==> src/rtl/seg_disp_arbiter.sv <==
// Round-robin time-share of the 6-digit seven-segment driver between three requesters,
// with a programmable dwell per page and a blank gap between pages.
module seg_disp_arbiter #(
  parameter logic [15:0] CNT_1MS_MAX = 16'd49_999,
  parameter logic [15:0] DWELL_MS    = 16'd2000,
  parameter logic [7:0]  BLANK_MS    = 8'd20
) (
  input  logic        sys_clk,
  input  logic        sys_rst_n,
  input  logic [2:0]  req,
  input  logic [19:0] data0,
  input  logic [19:0] data1,
  input  logic [19:0] data2,
  input  logic [5:0]  point0,
  input  logic [5:0]  point1,
  input  logic [5:0]  point2,
  input  logic        sign0,
  input  logic        sign1,
  input  logic        sign2,
  input  logic        lock,
  output logic [19:0] data,
  output logic [5:0]  point,
  output logic        sign,
  output logic        seg_en,
  output logic [2:0]  grant,
  output logic        switch_pulse
);

  typedef enum logic [1:0] {IDLE, SHOW, BLANK} state_t;

  state_t      state_q, state_d;
  logic [15:0] cnt_1ms_q, cnt_1ms_d;
  logic [15:0] cnt_dwell_q, cnt_dwell_d;
  logic [7:0]  cnt_blank_q, cnt_blank_d;
  logic [1:0]  last_ptr_q, last_ptr_d;
  logic [2:0]  grant_q, grant_d;
  logic        switch_pulse_q, switch_pulse_d;
  logic [19:0] data_q, data_d;
  logic [5:0]  point_q, point_d;
  logic        sign_q, sign_d;
  logic        seg_en_q, seg_en_d;

  logic        tick;
  logic        pick_found;
  logic [1:0]  pick_idx;
  logic [2:0]  pick_oh;

  assign tick = (cnt_1ms_q == CNT_1MS_MAX);

  // Search last_ptr+1, +2, then last_ptr itself; first hit wins.
  always_comb begin
    logic [2:0] sum;
    logic [1:0] idx;
    pick_found = 1'b0;
    pick_idx   = last_ptr_q;
    for (int unsigned k = 1; k <= 3; k++) begin
      sum = {1'b0, last_ptr_q} + 3'(k);
      idx = (sum >= 3'd3) ? 2'(sum - 3'd3) : sum[1:0];
      if (!pick_found && req[idx]) begin
        pick_found = 1'b1;
        pick_idx   = idx;
      end
    end
    pick_oh = 3'b001 << pick_idx;
  end

  always_comb begin
    state_d        = state_q;
    grant_d        = grant_q;
    last_ptr_d     = last_ptr_q;
    cnt_1ms_d      = tick ? '0 : cnt_1ms_q + 16'd1;
    cnt_dwell_d    = cnt_dwell_q;
    cnt_blank_d    = cnt_blank_q;
    switch_pulse_d = 1'b0;

    unique case (state_q)
      IDLE: begin
        grant_d = '0;
        if (pick_found) begin
          state_d        = SHOW;
          grant_d        = pick_oh;
          last_ptr_d     = pick_idx;
          switch_pulse_d = 1'b1;
        end
      end
      SHOW: begin
        if ((req & grant_q) == '0) begin
          state_d = BLANK;
          grant_d = '0;
        end else if (lock) begin
          cnt_dwell_d = cnt_dwell_q;
        end else if (tick) begin
          if (cnt_dwell_q == DWELL_MS - 16'd1) begin
            if ((req & ~grant_q) != '0) begin
              state_d = BLANK;
              grant_d = '0;
            end else begin
              cnt_dwell_d = '0;
            end
          end else begin
            cnt_dwell_d = cnt_dwell_q + 16'd1;
          end
        end
      end
      BLANK: begin
        grant_d = '0;
        if (tick) begin
          if (cnt_blank_q == BLANK_MS - 8'd1) begin
            if (pick_found) begin
              state_d        = SHOW;
              grant_d        = pick_oh;
              last_ptr_d     = pick_idx;
              switch_pulse_d = 1'b1;
            end else begin
              state_d = IDLE;
            end
          end else begin
            cnt_blank_d = cnt_blank_q + 8'd1;
          end
        end
      end
      default: begin
        state_d = IDLE;
        grant_d = '0;
      end
    endcase

    // Every state change restarts all timing so page and blank lengths are exact.
    if (state_d != state_q) begin
      cnt_1ms_d   = '0;
      cnt_dwell_d = '0;
      cnt_blank_d = '0;
    end
  end

  always_comb begin
    data_d   = '0;
    point_d  = '0;
    sign_d   = 1'b0;
    seg_en_d = 1'b0;
    if (state_q == SHOW) begin
      seg_en_d = 1'b1;
      if (grant_q[0]) begin
        data_d = data0; point_d = point0; sign_d = sign0;
      end else if (grant_q[1]) begin
        data_d = data1; point_d = point1; sign_d = sign1;
      end else if (grant_q[2]) begin
        data_d = data2; point_d = point2; sign_d = sign2;
      end
    end
  end

  always_ff @(posedge sys_clk or negedge sys_rst_n) begin
    if (!sys_rst_n) begin
      state_q        <= IDLE;
      cnt_1ms_q      <= '0;
      cnt_dwell_q    <= '0;
      cnt_blank_q    <= '0;
      last_ptr_q     <= 2'd2;
      grant_q        <= '0;
      switch_pulse_q <= 1'b0;
      data_q         <= '0;
      point_q        <= '0;
      sign_q         <= 1'b0;
      seg_en_q       <= 1'b0;
    end else begin
      state_q        <= state_d;
      cnt_1ms_q      <= cnt_1ms_d;
      cnt_dwell_q    <= cnt_dwell_d;
      cnt_blank_q    <= cnt_blank_d;
      last_ptr_q     <= last_ptr_d;
      grant_q        <= grant_d;
      switch_pulse_q <= switch_pulse_d;
      data_q         <= data_d;
      point_q        <= point_d;
      sign_q         <= sign_d;
      seg_en_q       <= seg_en_d;
    end
  end

  assign data         = data_q;
  assign point        = point_q;
  assign sign         = sign_q;
  assign seg_en       = seg_en_q;
  assign grant        = grant_q;
  assign switch_pulse = switch_pulse_q;

endmodule
==> config.mk <==
export PLATFORM = sky130hd
export DESIGN_NAME = seg_disp_arbiter
export DESIGN_NICKNAME = d
export VERILOG_FILES = /design/src/rtl/seg_disp_arbiter.sv
export SDC_FILE = /design/constraint.sdc
export NUM_CORES = 1
export LEC_CHECK = 0
export BUFFER_PORTS_ARGS = -buffer_cell sky130_fd_sc_hd__buf_2
export CORE_MARGIN = 3
export CORE_UTILIZATION = 44
export CTS_CLUSTER_DIAMETER = 60
export CTS_CLUSTER_SIZE = 25
export DETAILED_ROUTE_END_ITERATION = 12
export PLACE_DENSITY = 0.74
export SLEW_MARGIN = 30
export SYNTH_ARGS = -nofsm -noshare
export SYNTH_HDL_FRONTEND = slang
export SYNTH_SLANG_ARGS = --single-unit
export TNS_END_PERCENT = 50
==> constraint.sdc <==
create_clock -name sys_clk -period 4.1 [get_ports sys_clk]
set_input_delay 0.41 -clock sys_clk [delete_from_list [all_inputs] [get_ports sys_clk]]
set_output_delay 0.41 -clock sys_clk [all_outputs]
set_load 0.1 [all_outputs]
==> impl_metrics.json <==
{
  "run_status": "complete, no violations",
  "number_of_enable_type_register_cells_in_the_synthesized_netlist": 0,
  "grt_max_degree": 77,
  "dp_hpwl_um": 7330,
  "synthMuxAreaShare": 0.0147,
  "critical_path.cell_chain": "buf_4 > inv_2 > a222oi_1 > o211ai_2 > or4_1 > a211oi_2",
  "layout.cells.non_filler": 642,
  "utilization": 0.562,
  "cellInternalPower_mw": 1.12,
  "h_tree_levels": 3,
  "mappedNetlistArea_um2": 4160,
  "ys_top_cells_by_area": "sky130_fd_sc_hd__dfrtp_1 (45%), sky130_fd_sc_hd__a221o_1 (6.5%), sky130_fd_sc_hd__o21ai_0 (4.8%)",
  "die_height_um": 103,
  "final_critical_path_setup_slack_ns": 1.22,
  "number_of_global_route_vias_before_repair": 3527,
  "critical_path.reg2reg.startpoint": "grant[0]$_DFFE_PN0P_",
  "ios": 119,
  "p_seq_frac": 0.524,
  "cts.reportedPaths.clkPinSlew_ns": 0.08,
  "synth-main-ff-cell": "sky130_fd_sc_hd__dfrtp_1",
  "flow.area_growth_from_synthesis_pct": 20.8,
  "routed_wirelength_um": 9990,
  "synthDistinctLibCells": 58,
  "clock_power_share": 0.428,
  "critical_path.slowest_cell": "sky130_fd_sc_hd__or4_1",
  "cts-root-buf": "sky130_fd_sc_hd__clkbuf_8",
  "gpl.final_weighted_congestion": 0.895,
  "avgRoutedWirePerCell_um": 15.6,
  "finalCritPeriodShare": 0.703,
  "max-slew-margin-rel": 0.367,
  "p_sw_frac": 0.214,
  "dp.cells": 626,
  "synth_cells": 421,
  "detailedRoute.firstIterationViolations": 131,
  "grt_pass1_wl_um": 16600,
  "worst_ep_required_time_ns": 4.36,
  "r2r_cells": 6,
  "timing.critical_path.max_delay_family": "compound AO/OA/AOI/OAI gates",
  "clkLatencyLatePin_ns": 0.34,
  "cts.path.max_buffers": 2,
  "dominant_combinational_cell_family_by_area_after_synthesis": "compound AO/OA/AOI/OAI gates",
  "synth_area_per_cell_um2": 9.88,
  "leakagePower_nw": 2.35,
  "max_cap_violations": 0,
  "antenna_cells_inserted": 0,
  "initial_antenna_violation_count": 0,
  "worst_r2r_endpoint": "cnt_dwell_q[6]$_DFFE_PN0P_",
  "p_sw_uw": 306,
  "post_cts_resized": 0,
  "hp-class": "in2async",
  "portBuffers": 118,
  "antenna_violating_nets_post_route": 0,
  "worst_slew_pin_slew_ns": 0.946,
  "final.min_clock_period_ns": 2.88,
  "cp_max_fo": 29,
  "power.density_nw_per_um2": 285,
  "row_count": 34,
  "gr-total-overflow": 0,
  "adder_and_majority_gate_portion_of_the_synthesized_area": 0.0181,
  "arrival_ns": 3.14,
  "initial_utilization": 0.465,
  "worst_path_largest_cell_delay_ns": 0.64,
  "core_region_area_um2": 8930,
  "synth_net_count": 514,
  "worst-path-buf-inv": 2,
  "grt_usage": 0.196,
  "yosys.area_share.simple": 0.209,
  "synth_top_cells_by_count": "sky130_fd_sc_hd__dfrtp_1 (75), sky130_fd_sc_hd__nor2_1 (45), sky130_fd_sc_hd__o21ai_0 (40)",
  "reg2reg_slack_ns": 1.22,
  "die_x_um": 103,
  "tritoncts_clock_tree": "done",
  "detail_route.drc_violations": 0,
  "clock_skew_ns": 0.00760,
  "achievable-frequency_ghz": 0.347,
  "totalNegativeSetupSlack_ns": 0,
  "critPathLaunchType": "register",
  "ffs_latches_synth": 76,
  "dp_worst_setup_slack_ns": 1.07,
  "peakVddDrop_v": 0.000145,
  "worst-path-stages": 6,
  "layout-drive-gt1-share": 0.313,
  "postCtsSetupRepairBufs": 0,
  "cts_num_sinks": 76,
  "yosys.area.top_type_share": 0.451,
  "cts_hold_buf": 0,
  "detailroute.via_count": 3711,
  "setup_repair_after_global_routing_missed_its_margin": "no",
  "critPathCaptureType": "register",
  "hold_slack_ns": 0.0787,
  "combPwrFrac": 0.048,
  "floorplan.die_area_um2": 10700,
  "yosys.cell_count.top_type": "sky130_fd_sc_hd__dfrtp_1",
  "yosys.area.top_type": "sky130_fd_sc_hd__dfrtp_1",
  "synth-warning-count": 0,
  "postSynth.asyncResetShare": 1.00,
  "final-hold-violation-count": 0,
  "setup_viol": 0,
  "synth_compound_area_frac": 0.209,
  "cts_buffers": 9,
  "finalMaxSlewViolations": 0,
  "detail_route.vias_per_cell": 5.78,
  "critPathKind": "reg2reg",
  "drt_pre_antenna_iters": 4,
  "finalNetCount": 622,
  "synth_xor_xnor_area_share": 0.0463,
  "synth_sequential_area_ratio": 0.458
}
-- worst register-to-register path, cell delays in order (launching register included) --
cell                       delay [ns]
sky130_fd_sc_hd__dfrtp_1         0.37
sky130_fd_sc_hd__buf_4           0.30
sky130_fd_sc_hd__inv_2           0.25
sky130_fd_sc_hd__a222oi_1        0.51
sky130_fd_sc_hd__o211ai_2        0.49
sky130_fd_sc_hd__or4_1           0.65
sky130_fd_sc_hd__a211oi_2        0.23
-- routing by layer --
metal,track usage,share of wire
met5,0,0
met2,0.320,0.49
met3,0.0510,0.066
met1,0.252,0.43
met4,0.0727,0.023
-- metrics by stage --
step / total power [mW] / area [um^2]
finish: 1.43 / 5020
floorplan: 0.773 / 4160
detailed placement: 0.833 / 4800
global placement: 0.831 / 4800
CTS: 1.45 / 5010
global route: 1.49 / 5020
-- cells by family (layout without fill, tap and decap cells) --
kind of cell	after synthesis	count (layout)
buf+inv	42	155
flops	76	76
compound gates	111	111
fa+ha+maj	6	6
simple gates	158	158
xor+xnor	22	22
mux	6	6
-- sequential cells by signal, indices dropped and copies added, names as in the netlist --
signal and cells:
state_q 2, last_ptr_q 2, data 20, grant 3
cnt_1ms_q 16, cnt_blank_q 8, switch_pulse 1, cnt_dwell_q 16
point 6, sign 1, seg_en 1
-- final cells by class --
class,instances,area [um^2]
tap,108,135
multi-input combinational,303,2080
clock inverter,7,91.3
timing repair buffer,122,627
clock buffer,9,124
fill,797,3910
inverter,17,63.8
sequential,76,1900
-- placed cells by master (no fill, tap or decap), types with 3 or more instances in the layout --
cell type                  synthesis  final
sky130_fd_sc_hd__o211ai_1          4      4
sky130_fd_sc_hd__buf_4             2      4
sky130_fd_sc_hd__nand2b_1          5      5
sky130_fd_sc_hd__inv_1            14     14
sky130_fd_sc_hd__nand2_1          18     18
sky130_fd_sc_hd__a221o_1          27     27
sky130_fd_sc_hd__nor3_1           20     20
sky130_fd_sc_hd__inv_2             3      3
sky130_fd_sc_hd__nand3_1          17     17
sky130_fd_sc_hd__and4_1            3      3
sky130_fd_sc_hd__ha_1              6      6
sky130_fd_sc_hd__xor2_1            8      8
sky130_fd_sc_hd__mux2i_1           5      5
sky130_fd_sc_hd__or4_1             4      4
sky130_fd_sc_hd__nor4_1            9      9
sky130_fd_sc_hd__o21ai_0          40     40
sky130_fd_sc_hd__a211oi_2          9      9
sky130_fd_sc_hd__clkbuf_8          0      9
sky130_fd_sc_hd__buf_2             5    117
sky130_fd_sc_hd__or3_1            10     10
sky130_fd_sc_hd__and3_1            6      6
sky130_fd_sc_hd__and4bb_2          3      3
sky130_fd_sc_hd__xnor2_1          14     14
sky130_fd_sc_hd__nand4_1           6      6
sky130_fd_sc_hd__a211oi_1          4      4
sky130_fd_sc_hd__dfrtp_1          75     74
sky130_fd_sc_hd__nor3_2            3      3
sky130_fd_sc_hd__clkinv_2          0      3
sky130_fd_sc_hd__nor2_1           45     44
-- power groups by stage --
stage / combinational (mW) / clock, mW / sequential [mW]
finish: 0.0688 / 0.612 / 0.749
global route: 0.0765 / 0.660 / 0.749
CTS: 0.0692 / 0.627 / 0.749
detailed placement: 0.0691 / 0 / 0.764
global placement: 0.0670 / 0 / 0.764
floorplan: 0.00942 / 0 / 0.764
-- worst max path at each step --
| stage | endpoint | slack, ns | startpoint |
|---|---|---|---|
| 4_1_cts | cnt_dwell_q[6]$_DFFE_PN0P_ | 1.04 | grant[1]$_DFFE_PN0P_ |
| 3_5_place_dp | cnt_dwell_q[13]$_DFFE_PN0P_ | 1.07 | grant[1]$_DFFE_PN0P_ |
| 3_3_place_gp | cnt_dwell_q[13]$_DFFE_PN0P_ | 1.16 | grant[1]$_DFFE_PN0P_ |
| 5_1_grt | cnt_dwell_q[6]$_DFFE_PN0P_ | 0.90 | grant[0]$_DFFE_PN0P_ |
| 6_report | cnt_dwell_q[6]$_DFFE_PN0P_ | 1.22 | grant[0]$_DFFE_PN0P_ |
| 2_1_floorplan | cnt_dwell_q[5]$_DFFE_PN0P_ | 1.42 | grant[0]$_DFFE_PN0P_ |
Power figures use the tool's default switching activity.
